<file path="src/rtl/pong_engine.sv">
// Two-player pong game-state core: ball, paddles, scores and match FSM, advanced once per tick.
// Optional feature macro: PONG_BOOST_EN (paddle speed grows while a single button is held).
module pong_engine #(
    parameter int H_RES       = 640,
    parameter int V_RES       = 480,
    parameter int XW          = 10,
    parameter int YW          = 9,
    parameter int BORDER      = 8,
    parameter int BALL_SIZE   = 16,
    parameter int PADDLE_LEN  = 112,
    parameter int BALL_SPEED  = 2,
    parameter int PADDLE_STEP = 4,
    parameter int SERVE_TICKS = 60,
    parameter int SCORE_W     = 4,
    parameter int WIN_SCORE   = 9
) (
    input  logic               CLOCK_50,
    input  logic               RESET,
    input  logic               tick,
    input  logic               start,
    input  logic               p0_left,
    input  logic               p0_right,
    input  logic               p1_left,
    input  logic               p1_right,
    output logic [XW-1:0]      ball_x,
    output logic [YW-1:0]      ball_y,
    output logic [XW-1:0]      paddle0_x,
    output logic [XW-1:0]      paddle1_x,
    output logic [SCORE_W-1:0] score0,
    output logic [SCORE_W-1:0] score1,
    output logic [2:0]         state,
    output logic               point_pulse,
    output logic               winner
);

    localparam int XE    = XW + 2;
    localparam int YE    = YW + 2;
    localparam int CNT_W = (SERVE_TICKS < 2) ? 1 : $clog2(SERVE_TICKS + 1);

    // Widened copies for overflow-free comparisons
    localparam logic [XE-1:0] X_MIN_E      = XE'(BORDER);
    localparam logic [XE-1:0] PAD_MAX_E    = XE'(H_RES - BORDER - PADDLE_LEN);
    localparam logic [XE-1:0] BALL_X_MAX_E = XE'(H_RES - BORDER - BALL_SIZE);
    localparam logic [XE-1:0] BSZ_XE       = XE'(BALL_SIZE);
    localparam logic [XE-1:0] PLEN_XE      = XE'(PADDLE_LEN);
    localparam logic [XE-1:0] SPD_XE       = XE'(BALL_SPEED);
    localparam logic [YE-1:0] BORDER_YE    = YE'(BORDER);
    localparam logic [YE-1:0] SPD_YE       = YE'(BALL_SPEED);
    localparam logic [YE-1:0] BSZ_YE       = YE'(BALL_SIZE);
    localparam logic [YE-1:0] P0Y_YE       = YE'(V_RES - BORDER);
    localparam logic [YE-1:0] Y_MISS_YE    = YE'(V_RES - BALL_SIZE);

    localparam logic [XW-1:0]      X_MIN      = XW'(BORDER);
    localparam logic [XW-1:0]      PAD_MAX    = XW'(H_RES - BORDER - PADDLE_LEN);
    localparam logic [XW-1:0]      BALL_X_MAX = XW'(H_RES - BORDER - BALL_SIZE);
    localparam logic [XW-1:0]      SPD_X      = XW'(BALL_SPEED);
    localparam logic [XW-1:0]      BALL_CX    = XW'((H_RES - BALL_SIZE) / 2);
    localparam logic [XW-1:0]      PAD_C      = XW'((H_RES - PADDLE_LEN) / 2);
    localparam logic [YW-1:0]      SPD_Y      = YW'(BALL_SPEED);
    localparam logic [YW-1:0]      Y_TOP      = YW'(BORDER);
    localparam logic [YW-1:0]      Y_BOT      = YW'(V_RES - BORDER - BALL_SIZE);
    localparam logic [YW-1:0]      BALL_CY    = YW'((V_RES - BALL_SIZE) / 2);
    localparam logic [CNT_W-1:0]   SERVE_LOAD = CNT_W'(SERVE_TICKS);
    localparam logic [CNT_W-1:0]   CNT_ONE    = CNT_W'(1);
    localparam logic [CNT_W-1:0]   CNT_ZERO   = CNT_W'(0);
    localparam logic [SCORE_W-1:0] SC_ONE     = SCORE_W'(1);
    localparam logic [SCORE_W-1:0] SC_ZERO    = SCORE_W'(0);
    localparam logic [SCORE_W-1:0] SC_WIN     = SCORE_W'(WIN_SCORE);

    typedef enum logic [2:0] {
        ST_IDLE  = 3'd0,
        ST_SERVE = 3'd1,
        ST_PLAY  = 3'd2,
        ST_POINT = 3'd3,
        ST_OVER  = 3'd4
    } state_t;

    state_t             state_r, state_s;
    logic [XW-1:0]      ball_x_r, ball_x_s, paddle0_r, paddle0_s, paddle1_r, paddle1_s;
    logic [YW-1:0]      ball_y_r, ball_y_s;
    logic               dx_right_r, dx_right_s, dy_down_r, dy_down_s;
    logic [SCORE_W-1:0] score0_r, score0_s, score1_r, score1_s, pt_score_s;
    logic               winner_r, winner_s, scorer_r, scorer_s;
    logic [CNT_W-1:0]   serve_cnt_r, serve_cnt_s;
    logic               point_pulse_r, pulse_s;
    logic [XW-1:0]      step0_s, step1_s;
    logic               ov0_s, ov1_s, hit0_s, hit1_s, miss0_s, miss1_s, x_hi_s, x_lo_s;

    // Clamped paddle move; ambiguous or absent input leaves the paddle in place
    function automatic logic [XW-1:0] paddle_move(input logic [XW-1:0] pos, input logic left,
                                                  input logic right, input logic [XW-1:0] step);
        logic [XW-1:0] res;
        if (right && !left) begin
            if ({2'b00, pos} + {2'b00, step} > PAD_MAX_E) res = PAD_MAX;
            else                                          res = pos + step;
        end else if (left && !right) begin
            if ({2'b00, pos} < X_MIN_E + {2'b00, step}) res = X_MIN;
            else                                        res = pos - step;
        end else begin
            res = pos;
        end
        return res;
    endfunction

`ifdef PONG_BOOST_EN
    logic [5:0] hold0_r, hold1_r;

    function automatic logic [5:0] hold_next(input logic [5:0] h, input logic single);
        logic [5:0] res;
        if (!single)          res = 6'd0;
        else if (h == 6'd63)  res = h;
        else                  res = h + 6'd1;
        return res;
    endfunction

    assign step0_s = XW'(hold0_r[5:3]) + XW'(1);
    assign step1_s = XW'(hold1_r[5:3]) + XW'(1);

    // Per-player hold counters, advanced on every tick
    always_ff @(posedge CLOCK_50 or posedge RESET) begin
        if (RESET) begin
            hold0_r <= 6'd0;
            hold1_r <= 6'd0;
        end else if (tick) begin
            hold0_r <= hold_next(hold0_r, p0_left ^ p0_right);
            hold1_r <= hold_next(hold1_r, p1_left ^ p1_right);
        end else begin
            hold0_r <= hold0_r;
            hold1_r <= hold1_r;
        end
    end
`else
    assign step0_s = XW'(PADDLE_STEP);
    assign step1_s = XW'(PADDLE_STEP);
`endif

    // Collision terms use the paddle positions held before this tick's move
    assign ov0_s   = ({2'b00, ball_x_r} + BSZ_XE > {2'b00, paddle0_r}) &&
                     ({2'b00, ball_x_r} < {2'b00, paddle0_r} + PLEN_XE);
    assign ov1_s   = ({2'b00, ball_x_r} + BSZ_XE > {2'b00, paddle1_r}) &&
                     ({2'b00, ball_x_r} < {2'b00, paddle1_r} + PLEN_XE);
    assign hit0_s  = dy_down_r && ov0_s &&
                     ({2'b00, ball_y_r} + SPD_YE + BSZ_YE >= P0Y_YE) &&
                     ({2'b00, ball_y_r} + BSZ_YE <= P0Y_YE);
    assign miss0_s = dy_down_r && !hit0_s && ({2'b00, ball_y_r} + SPD_YE >= Y_MISS_YE);
    assign hit1_s  = !dy_down_r && ov1_s &&
                     ({2'b00, ball_y_r} <= BORDER_YE + SPD_YE) &&
                     ({2'b00, ball_y_r} >= BORDER_YE);
    assign miss1_s = !dy_down_r && !hit1_s && (ball_y_r < SPD_Y);
    assign x_hi_s  = dx_right_r && ({2'b00, ball_x_r} + SPD_XE > BALL_X_MAX_E);
    assign x_lo_s  = !dx_right_r && ({2'b00, ball_x_r} < X_MIN_E + SPD_XE);
    assign pt_score_s = (scorer_r ? score1_r : score0_r) + SC_ONE;

    // Next-state and next-register values for the coming tick
    always_comb begin
        state_s     = state_r;
        ball_x_s    = ball_x_r;
        ball_y_s    = ball_y_r;
        dx_right_s  = dx_right_r;
        dy_down_s   = dy_down_r;
        paddle0_s   = paddle0_r;
        paddle1_s   = paddle1_r;
        score0_s    = score0_r;
        score1_s    = score1_r;
        winner_s    = winner_r;
        scorer_s    = scorer_r;
        serve_cnt_s = serve_cnt_r;
        pulse_s     = 1'b0;
        case (state_r)
            ST_IDLE: begin
                score0_s  = SC_ZERO;
                score1_s  = SC_ZERO;
                ball_x_s  = BALL_CX;
                ball_y_s  = BALL_CY;
                paddle0_s = PAD_C;
                paddle1_s = PAD_C;
                if (start) begin
                    state_s     = ST_SERVE;
                    serve_cnt_s = SERVE_LOAD;
                end else begin
                    state_s = ST_IDLE;
                end
            end
            ST_SERVE: begin
                paddle0_s = paddle_move(paddle0_r, p0_left, p0_right, step0_s);
                paddle1_s = paddle_move(paddle1_r, p1_left, p1_right, step1_s);
                ball_x_s  = BALL_CX;
                ball_y_s  = BALL_CY;
                if (serve_cnt_r <= CNT_ONE) begin
                    state_s     = ST_PLAY;
                    serve_cnt_s = CNT_ZERO;
                end else begin
                    serve_cnt_s = serve_cnt_r - CNT_ONE;
                end
            end
            ST_PLAY: begin
                paddle0_s = paddle_move(paddle0_r, p0_left, p0_right, step0_s);
                paddle1_s = paddle_move(paddle1_r, p1_left, p1_right, step1_s);
                if (x_hi_s) begin
                    ball_x_s   = BALL_X_MAX;
                    dx_right_s = 1'b0;
                end else if (x_lo_s) begin
                    ball_x_s   = X_MIN;
                    dx_right_s = 1'b1;
                end else if (dx_right_r) begin
                    ball_x_s = ball_x_r + SPD_X;
                end else begin
                    ball_x_s = ball_x_r - SPD_X;
                end
                if (hit0_s) begin
                    ball_y_s  = Y_BOT;
                    dy_down_s = 1'b0;
                end else if (hit1_s) begin
                    ball_y_s  = Y_TOP;
                    dy_down_s = 1'b1;
                end else if (miss1_s) begin
                    ball_y_s = {YW{1'b0}};
                end else if (dy_down_r) begin
                    ball_y_s = ball_y_r + SPD_Y;
                end else begin
                    ball_y_s = ball_y_r - SPD_Y;
                end
                // A miss wins over the x reflection: position moves, direction is kept
                if (miss0_s || miss1_s) begin
                    state_s    = ST_POINT;
                    scorer_s   = miss0_s;
                    dx_right_s = dx_right_r;
                end else begin
                    state_s = ST_PLAY;
                end
            end
            ST_POINT: begin
                pulse_s  = 1'b1;
                winner_s = scorer_r;
                if (scorer_r) score1_s = pt_score_s;
                else          score0_s = pt_score_s;
                if (pt_score_s == SC_WIN) begin
                    state_s = ST_OVER;
                end else begin
                    state_s     = ST_SERVE;
                    serve_cnt_s = SERVE_LOAD;
                    ball_x_s    = BALL_CX;
                    ball_y_s    = BALL_CY;
                    dy_down_s   = scorer_r;
                end
            end
            ST_OVER: begin
                if (start) begin
                    state_s    = ST_IDLE;
                    score0_s   = SC_ZERO;
                    score1_s   = SC_ZERO;
                    ball_x_s   = BALL_CX;
                    ball_y_s   = BALL_CY;
                    paddle0_s  = PAD_C;
                    paddle1_s  = PAD_C;
                    dx_right_s = 1'b1;
                    dy_down_s  = 1'b1;
                end else begin
                    state_s = ST_OVER;
                end
            end
            default: begin
                state_s = ST_IDLE;
            end
        endcase
    end

    // Game-state registers: loaded only on tick; the point pulse self-clears
    always_ff @(posedge CLOCK_50 or posedge RESET) begin
        if (RESET) begin
            state_r       <= ST_IDLE;
            ball_x_r      <= BALL_CX;
            ball_y_r      <= BALL_CY;
            dx_right_r    <= 1'b1;
            dy_down_r     <= 1'b1;
            paddle0_r     <= PAD_C;
            paddle1_r     <= PAD_C;
            score0_r      <= SC_ZERO;
            score1_r      <= SC_ZERO;
            winner_r      <= 1'b0;
            scorer_r      <= 1'b0;
            serve_cnt_r   <= CNT_ZERO;
            point_pulse_r <= 1'b0;
        end else if (tick) begin
            state_r       <= state_s;
            ball_x_r      <= ball_x_s;
            ball_y_r      <= ball_y_s;
            dx_right_r    <= dx_right_s;
            dy_down_r     <= dy_down_s;
            paddle0_r     <= paddle0_s;
            paddle1_r     <= paddle1_s;
            score0_r      <= score0_s;
            score1_r      <= score1_s;
            winner_r      <= winner_s;
            scorer_r      <= scorer_s;
            serve_cnt_r   <= serve_cnt_s;
            point_pulse_r <= pulse_s;
        end else begin
            point_pulse_r <= 1'b0;
        end
    end

    assign ball_x      = ball_x_r;
    assign ball_y      = ball_y_r;
    assign paddle0_x   = paddle0_r;
    assign paddle1_x   = paddle1_r;
    assign score0      = score0_r;
    assign score1      = score1_r;
    assign state       = state_r;
    assign point_pulse = point_pulse_r;
    assign winner      = winner_r;

endmodule

</file>
<file path="config.mk">
export PLATFORM = sky130hd
export DESIGN_NAME = pong_engine
export DESIGN_NICKNAME = d
export VERILOG_FILES = /design/src/rtl/pong_engine.sv
export SDC_FILE = /design/constraint.sdc
export NUM_CORES = 1
export LEC_CHECK = 0
export ABC_AREA = 1
export BUFFER_PORTS_ARGS = -buffer_cell sky130_fd_sc_hd__buf_2
export CAP_MARGIN = 5
export CORE_ASPECT_RATIO = 1.5
export CORE_UTILIZATION = 52
export CTS_BUF_LIST = sky130_fd_sc_hd__clkbuf_16
export DETAILED_ROUTE_END_ITERATION = 8
export PLACE_DENSITY_LB_ADDON = 0.2
export REMOVE_ABC_BUFFERS = 1
export SLEW_MARGIN = 15
export SYNTH_ARGS = -nofsm -noshare
export SYNTH_HDL_FRONTEND = slang
export SYNTH_SLANG_ARGS = --single-unit
export TNS_END_PERCENT = 30
</file>
<file path="constraint.sdc">
create_clock -name CLOCK_50 -period 3 [get_ports CLOCK_50]
set_clock_uncertainty 0.15 [all_clocks]
set_input_delay 0.15 -clock CLOCK_50 [delete_from_list [all_inputs] [get_ports CLOCK_50]]
set_output_delay 0.15 -clock CLOCK_50 [all_outputs]
set_load 0.005 [all_outputs]
</file>
* Word-level counts from Yosys, hierarchy flattened
Cells that the tools add are included.
** Storage, ports and cells
- Register bits :: 61
- Output and inout port bits :: 52
- Logic and storage cells :: 163
** Operators by class
- Eq/ne operators :: 16
- Muxes and demuxes :: 51
- Reduce and logical (&&, ||, !) cells :: 47
- Magnitude comparators :: 17
- Add/subtract/negate cells :: 19
** Operators with widths (number)
- 10-bit 2-to-1 mux :: 14
- 10-bit one-hot mux with 3 select lines :: 2
- 9-bit 2-to-1 mux :: 6
- 10-bit one-hot mux with 4 select lines :: 1
- 9-bit one-hot mux with 4 select lines :: 1
- 11-bit by 10-bit > comparator with 1-bit output, second input constant :: 3
- 10-bit by 4-bit less-than comparator with 1-bit output, second input constant :: 3
- 4-bit one-hot mux with 3 select lines :: 2
- 4-bit AND reduction :: 6
- 10-bit by 3-bit adder with 11-bit output, second input constant :: 2
- 10-bit by 7-bit adder with 11-bit output, second input constant :: 2
- 10-bit by 11-bit less-than comparator with 1-bit output :: 2
- 10-bit by 3-bit adder with 10-bit output, second input constant :: 2
- 10-bit by 3-bit subtractor with 10-bit output, second input constant :: 2
- 1-bit logical AND :: 18
- 6-bit 2-to-1 mux :: 3
- 6-bit one-hot mux with 3 select lines :: 1
- 4-bit 2-to-1 mux :: 4
- 3-bit one-hot mux with 5 select lines :: 1
- 2-bit != test, second input constant :: 7
- 12-bit by 10-bit > comparator with 1-bit output :: 1
- 3-bit nonzero test :: 4
- 10-bit by 2-bit adder with 11-bit output, second input constant :: 1
- 10-bit by 5-bit adder with 11-bit output, second input constant :: 1
- other kinds (36) :: 61

* Depth between registers and ports, before layout
- Depth in word-level cells :: 13
- Gate-level depth with buffers :: 22

* Worst setup path after synthesis
OpenSTA, ideal clock, no wires.
- Kind :: reg2reg
- Start :: register ball_x_r[4] (netlist: ball_x[4])
- End :: register state_r[0] (netlist: state[0])
- Cell stages (with the launch flop) :: 23
- Path buffers :: 0
- Period minus slack after synthesis :: 2642 ps
- Setup slack :: 358 ps
- Data arrival time :: 2376 ps
- Data required time :: 2734 ps
- Cells stage by stage :: dfstp_2 -> ha_1 -> nand2_1 -> nor2_1 -> inv_1 -> nand2_1 -> nand2_1 -> ha_1 -> nand2_1 -> nor2_1 -> nand2_1 -> nand3_1 -> nand2_1 -> nor2_1 -> nand2_1 -> inv_1 -> nand2_2 -> nand2_1 -> nand2_1 -> nand2_1 -> nand3_1 -> nand2_1 -> nand2_1
** Between the ends
- Cells in the longest elaborated chain, start to end :: 12
- Elaborated cells on any way between the ends :: 22
** Ends and longest elaborated chain
- start, declared :: line 79 : logic [XW-1:0] ball_x_r, ball_x_s, paddle0_r, paddle0_s, paddle1_r, paddle1_s;
- start signal, assigned :: line 286 : ball_x_r <= ball_x_s;
- 10-bit by 5-bit adder with 11-bit output :: line 138, 140
- 12-bit by 10-bit > comparator with 1-bit output or 11-bit by 10-bit > comparator with 1-bit output (tied branches) :: line 138, 140
- 1-bit logical AND, on equally long branches :: line 138, 140
- 1-bit logical AND, on equally long branches (2 in series) :: line 142, 146
- 1-bit logical AND, on equally long branches :: line 143, 147
- 1-bit zero test, on equally long branches :: line 145, 149
- 1-bit logical AND, on equally long branches (2 in series) :: line 145, 149
- 1-bit logical OR * :: line 224 : if (miss0_s || miss1_s) begin
- 1-bit 2-to-1 mux * :: line 224
- 3-bit one-hot mux with 5 select lines * :: line 169 : case (state_r)
- end signal, assigned :: line 285 : state_r <= state_s;
- end, declared :: line 78 : state_t state_r, state_s;
Every way passes the cells marked *; elsewhere a longest branch is shown, timed or not.
A chain may end at the register's enable or synchronous reset.

* Final worst setup path
- Start :: register ball_x_r[5] (netlist: ball_x[5])
- End :: register ball_y_r[7] (netlist: ball_y[7])
** Between the ends
- Cells in the longest elaborated chain, start to end :: 13
- Elaborated cells on any way between the ends :: 20
** Ends and longest elaborated chain
- 10-bit by 5-bit adder with 11-bit output :: line 138, 140
- 11-bit by 10-bit > comparator with 1-bit output :: line 140 : assign ov1_s = ({2'b00, ball_x_r} + BSZ_XE > {2'b00, paddle1_r}) &&
- 1-bit logical AND :: line 140
- 1-bit logical AND (2 in series) :: line 146 : assign hit1_s = !dy_down_r && ov1_s &&
- 1-bit logical AND :: line 147 : ({2'b00, ball_y_r} <= BORDER_YE + SPD_YE) &&
- 1-bit zero test :: line 149 : assign miss1_s = !dy_down_r && !hit1_s && (ball_y_r < SPD_Y);
- 1-bit logical AND (2 in series) :: line 149
- 9-bit 2-to-1 mux :: line 216 : end else if (miss1_s) begin
- 9-bit 2-to-1 mux :: line 213 : end else if (hit1_s) begin
- 9-bit 2-to-1 mux * :: line 210 : if (hit0_s) begin
- 9-bit one-hot mux with 4 select lines * :: line 169
- end signal, assigned :: line 287 : ball_y_r <= ball_y_s;
- end, declared :: line 80 : logic [YW-1:0] ball_y_r, ball_y_s;
Marked as above.

==> run metrics <==
status=completed; vias in the first global route=5,504; First-pass DRT Iterations=7; CTS tree=built; Tcrit/Tclk final=0.941; Synth Register Bits=55; Comb pwr share=0.674; Startpoint Class=flop; count of cell types in the netlist=50; layer carrying the most global-route usage=met2; cell repeated most along the worst path=nand2_1; GR Util met3=0.0455; multi-input logic area=3790 µm²; Top FF cell, synth=dfrtp_1; Final min period=2820 ps; setup TNS=0 ps; Routed Wire Length=16,200 µm; number of synthesized flops with an enable pin=0; IO Port Bufs=53; area occupied by registers=1390 µm²; internal power=2.93 mW; ANT nets after route=0; DR WL/cell=about 15 µm; Final nets=976; n_diodes=0; Synth Warn #=0; Max Freq=354 MHz; die area=~11,000 µm²; Die H=around 130 µm; Chip Width=87.2 µm; power per cell area=941 nW/µm²; CP max-delay cell=dfstp_2; H-Tree Depth=2; Switching Power=~3.2 mW; register area share after synthesis=0.246; root buffer cell=clkbuf_16; max-cap viol count=0; CP Data Arrival Time=2890 ps; crit-path cells=buf_6 -> nand3_4 -> nor2_4 -> xor2_1 -> ha_1 -> nand2_1 -> inv_1 -> nor3_1 -> nand3_1 -> nand2_1 -> nor2_1 -> nand2_1 -> inv_1 -> nand2_2 -> buf_4 -> nand2_1 -> nor2_1 -> a22oi_1; # IOs=60; Final setup viols=0; layout cell share with drive strength beyond 1=0.177; clock sinks=55; Flop pwr share=0.222; VDD IR-drop max=0.602 mV; gr ovfl total=0; leakage power=3.41 nW; worst slack, placed=142 ps; Worst-path clk slew=80 ps; first-pass GRT wire length=25,900 µm; Clk network pwr share=0.105; met1 Resource Use GR=0.299; Hold Path Class=primary input to flop; Slew Limit Fails=0; DR vias/cell=5.51; core box area=10,600 µm²; Worst-Margin Slew=588 ps; Mapped Cells=829; Worst EP required=approximately 3000 ps; CP max stage delay=620 ps; crit path capture type=flop; CP Max Fanout=6; TritonCTS buffer count=5; Async SR Flop Fraction=1.00; number of remaining DRC errors=0; initial antenna violation count=0; # fillers=1,052; largest net degree at the start of global routing=30; drt first-iter violations=362; clock latency on the worst-skew pair=a little over 300 ps; mapped cell area=around 5700 µm²; Area growth, synth to finish=14.4%; CP Class=flop to flop; final worst slack=roughly 180 ps; unrepaired setup endpoints after global routing=true; hpwl dp=12,900 µm; Final Hold Vio Count=0; Synth Area per Inst=approximately 6.8 µm²; row count=46; CTS Buffer Depth=2; M2 GR Usage=0.553; GRT Util Overall=0.295; Initial Util=0.534; GPL Wtd Cong=0.912; Slew headroom=0.608; switch share=0.519; DR vias=5,784
registers in the layout, indices dropped and copies added, names as in the netlist:
register     cells
score1           4
score0           4
point_pulse      1
serve_cnt_r      6
state            3
winner           1
dx_right_r       1
paddle0_x        8
scorer_r         1
ball_x           9
paddle1_x        8
dy_down_r        1
ball_y           8
layer usage:
layer  vias up  routed length, µm
met2       204               8680
li1       2846                  -
met1      2671               6050
met5         -                  0
met3        63                638
met4         0                875
Yosys cell counts (2+ instances only):
| cell type | count | area share |
|---|---|---|
| a22oi_1 | 6 | 0.0080 |
| nor3_1 | 11 | 0.0097 |
| or2_2 | 7 | 0.0077 |
| o21bai_1 | 2 | 0.0027 |
| ha_1 | 63 | 0.14 |
| buf_2 | 5 | 0.0044 |
| nor2_2 | 7 | 0.0077 |
| o21ai_1 | 9 | 0.0080 |
| nand3_2 | 3 | 0.0053 |
| o22ai_1 | 6 | 0.0066 |
| a21oi_1 | 33 | 0.029 |
| nor4_1 | 4 | 0.0044 |
| nand4_1 | 16 | 0.018 |
| xnor2_1 | 5 | 0.0077 |
| nand2_4 | 2 | 0.0040 |
| o21a_1 | 3 | 0.0040 |
| inv_1 | 123 | 0.082 |
| nand3_1 | 50 | 0.044 |
| dfstp_2 | 14 | 0.065 |
| nand2_1 | 182 | 0.12 |
| o21ai_0 | 52 | 0.046 |
| dfrtp_1 | 41 | 0.18 |
| buf_4 | 8 | 0.011 |
| nor2_1 | 87 | 0.058 |
| clkbuf_1 | 2 | 0.0013 |
| o31ai_1 | 3 | 0.0040 |
| nand2_2 | 9 | 0.010 |
| inv_2 | 6 | 0.0040 |
| a32oi_1 | 2 | 0.0031 |
| o211ai_1 | 11 | 0.015 |
| mux2_2 | 3 | 0.0060 |
| xor2_1 | 29 | 0.045 |
| a31oi_1 | 8 | 0.0088 |
worst max-delay path, delay by kind of cell, from the launching register on:
| family | cells | cell delay [ps] |
|---|---|---|
| AOI/OAI and AO/OA | 1 | 100 |
| xor gates and xnor gates | 1 | 200 |
| DFF | 1 | 620 |
| adders and majority gates | 1 | 290 |
| and+or+nand+nor | 11 | 1020 |
| buffers and inverters | 4 | 340 |
power groups by stage:
stage	registers, mW	clock network [mW]	logic, mW
3_3_place_gp	1.33	0	3.79
5_1_grt	1.38	0.677	4.65
6_report	1.35	0.637	4.10
4_1_cts	1.34	0.655	3.91
3_5_place_dp	1.35	0	3.88
2_1_floorplan	1.33	0	2.73
through the flow:
| stage | hold slack [ps] | util | std cells | power (mW) | instance area (µm²) |
|---|---|---|---|---|---|
| 6_report | 35.8 | 0.611 | 1049 | 6.09 | 6470 |
| 3_5_place_dp | 106 | 0.582 | 1034 | 5.24 | 6160 |
| 4_1_cts | 30.5 | 0.597 | 1043 | 5.91 | 6320 |
| 2_1_floorplan | 159 | - | 818 | 4.06 | 5570 |
| 3_3_place_gp | 98.7 | 0.582 | 1034 | 5.13 | 6160 |
| 5_1_grt | 47.4 | 0.611 | 1049 | 6.70 | 6470 |
placed cells by master (no fill, tap or decap), types with 6 or more instances in the layout:
cell type,n
a21oi_1,33
a22oi_1,6
a31oi_1,8
buf_2,53
buf_4,24
conb_1,6
dfrtp_1,41
dfstp_2,14
ha_1,59
inv_1,122
inv_2,7
nand2_1,177
nand2_2,14
nand3_1,48
nand4_1,16
nor2_1,83
nor2_2,10
nor3_1,11
o211ai_1,11
o21ai_0,52
o21ai_1,9
or2_2,7
xor2_1,28
cells by family after synthesis:
kind of cell             after synthesis  synth area share
AO/OA/AOI/OAI                        143             0.150
XOR/XNOR                              34            0.0526
adder cells (fa/ha/maj)               64             0.143
buffers and inverters                146             0.105
flip-flops                            55             0.246
multiplexers                           3           0.00597
other                                  1          0.000663
AND/OR/NAND/NOR                      383             0.296
path summary, 6_finish.rpt:
check | depth (start not counted) | from | to | slack, ps
worst max-delay path | 18 | ball_x[5] | ball_y[7] | 180
min in group asynchronous | 3 | RESET | score0[1] | 300
worst min register to register | 2 | serve_cnt_r[1] | serve_cnt_r[1] | 380
max in group asynchronous | 4 | RESET | ball_y[6] | 1660
worst min-delay path | 3 | tick | point_pulse | 40
worst max register to register | 18 | ball_x[5] | ball_y[7] | 180
what timing repair did:
item / CTS / global route
hold endpoints to repair: 24 / 0
endpoints found under the setup margin: 0 / 11
resized for setup: 0 / 21
setup buffers: 0 / 6
hold buffers: 1 / 0
cell type report:
| type | instances | share of cell area |
|---|---|---|
| multi-input cells | 633 | 0.585 |
| flip-flops and latches | 55 | 0.215 |
| inverters | 130 | 0.0754 |
| repair buffers | 79 | 0.0721 |
| well taps | 144 | 0.0278 |
| clock buffers | 5 | 0.0193 |
| clock inverters | 3 | 0.00445 |
Note: power is estimated with default switching activity, not from simulation.
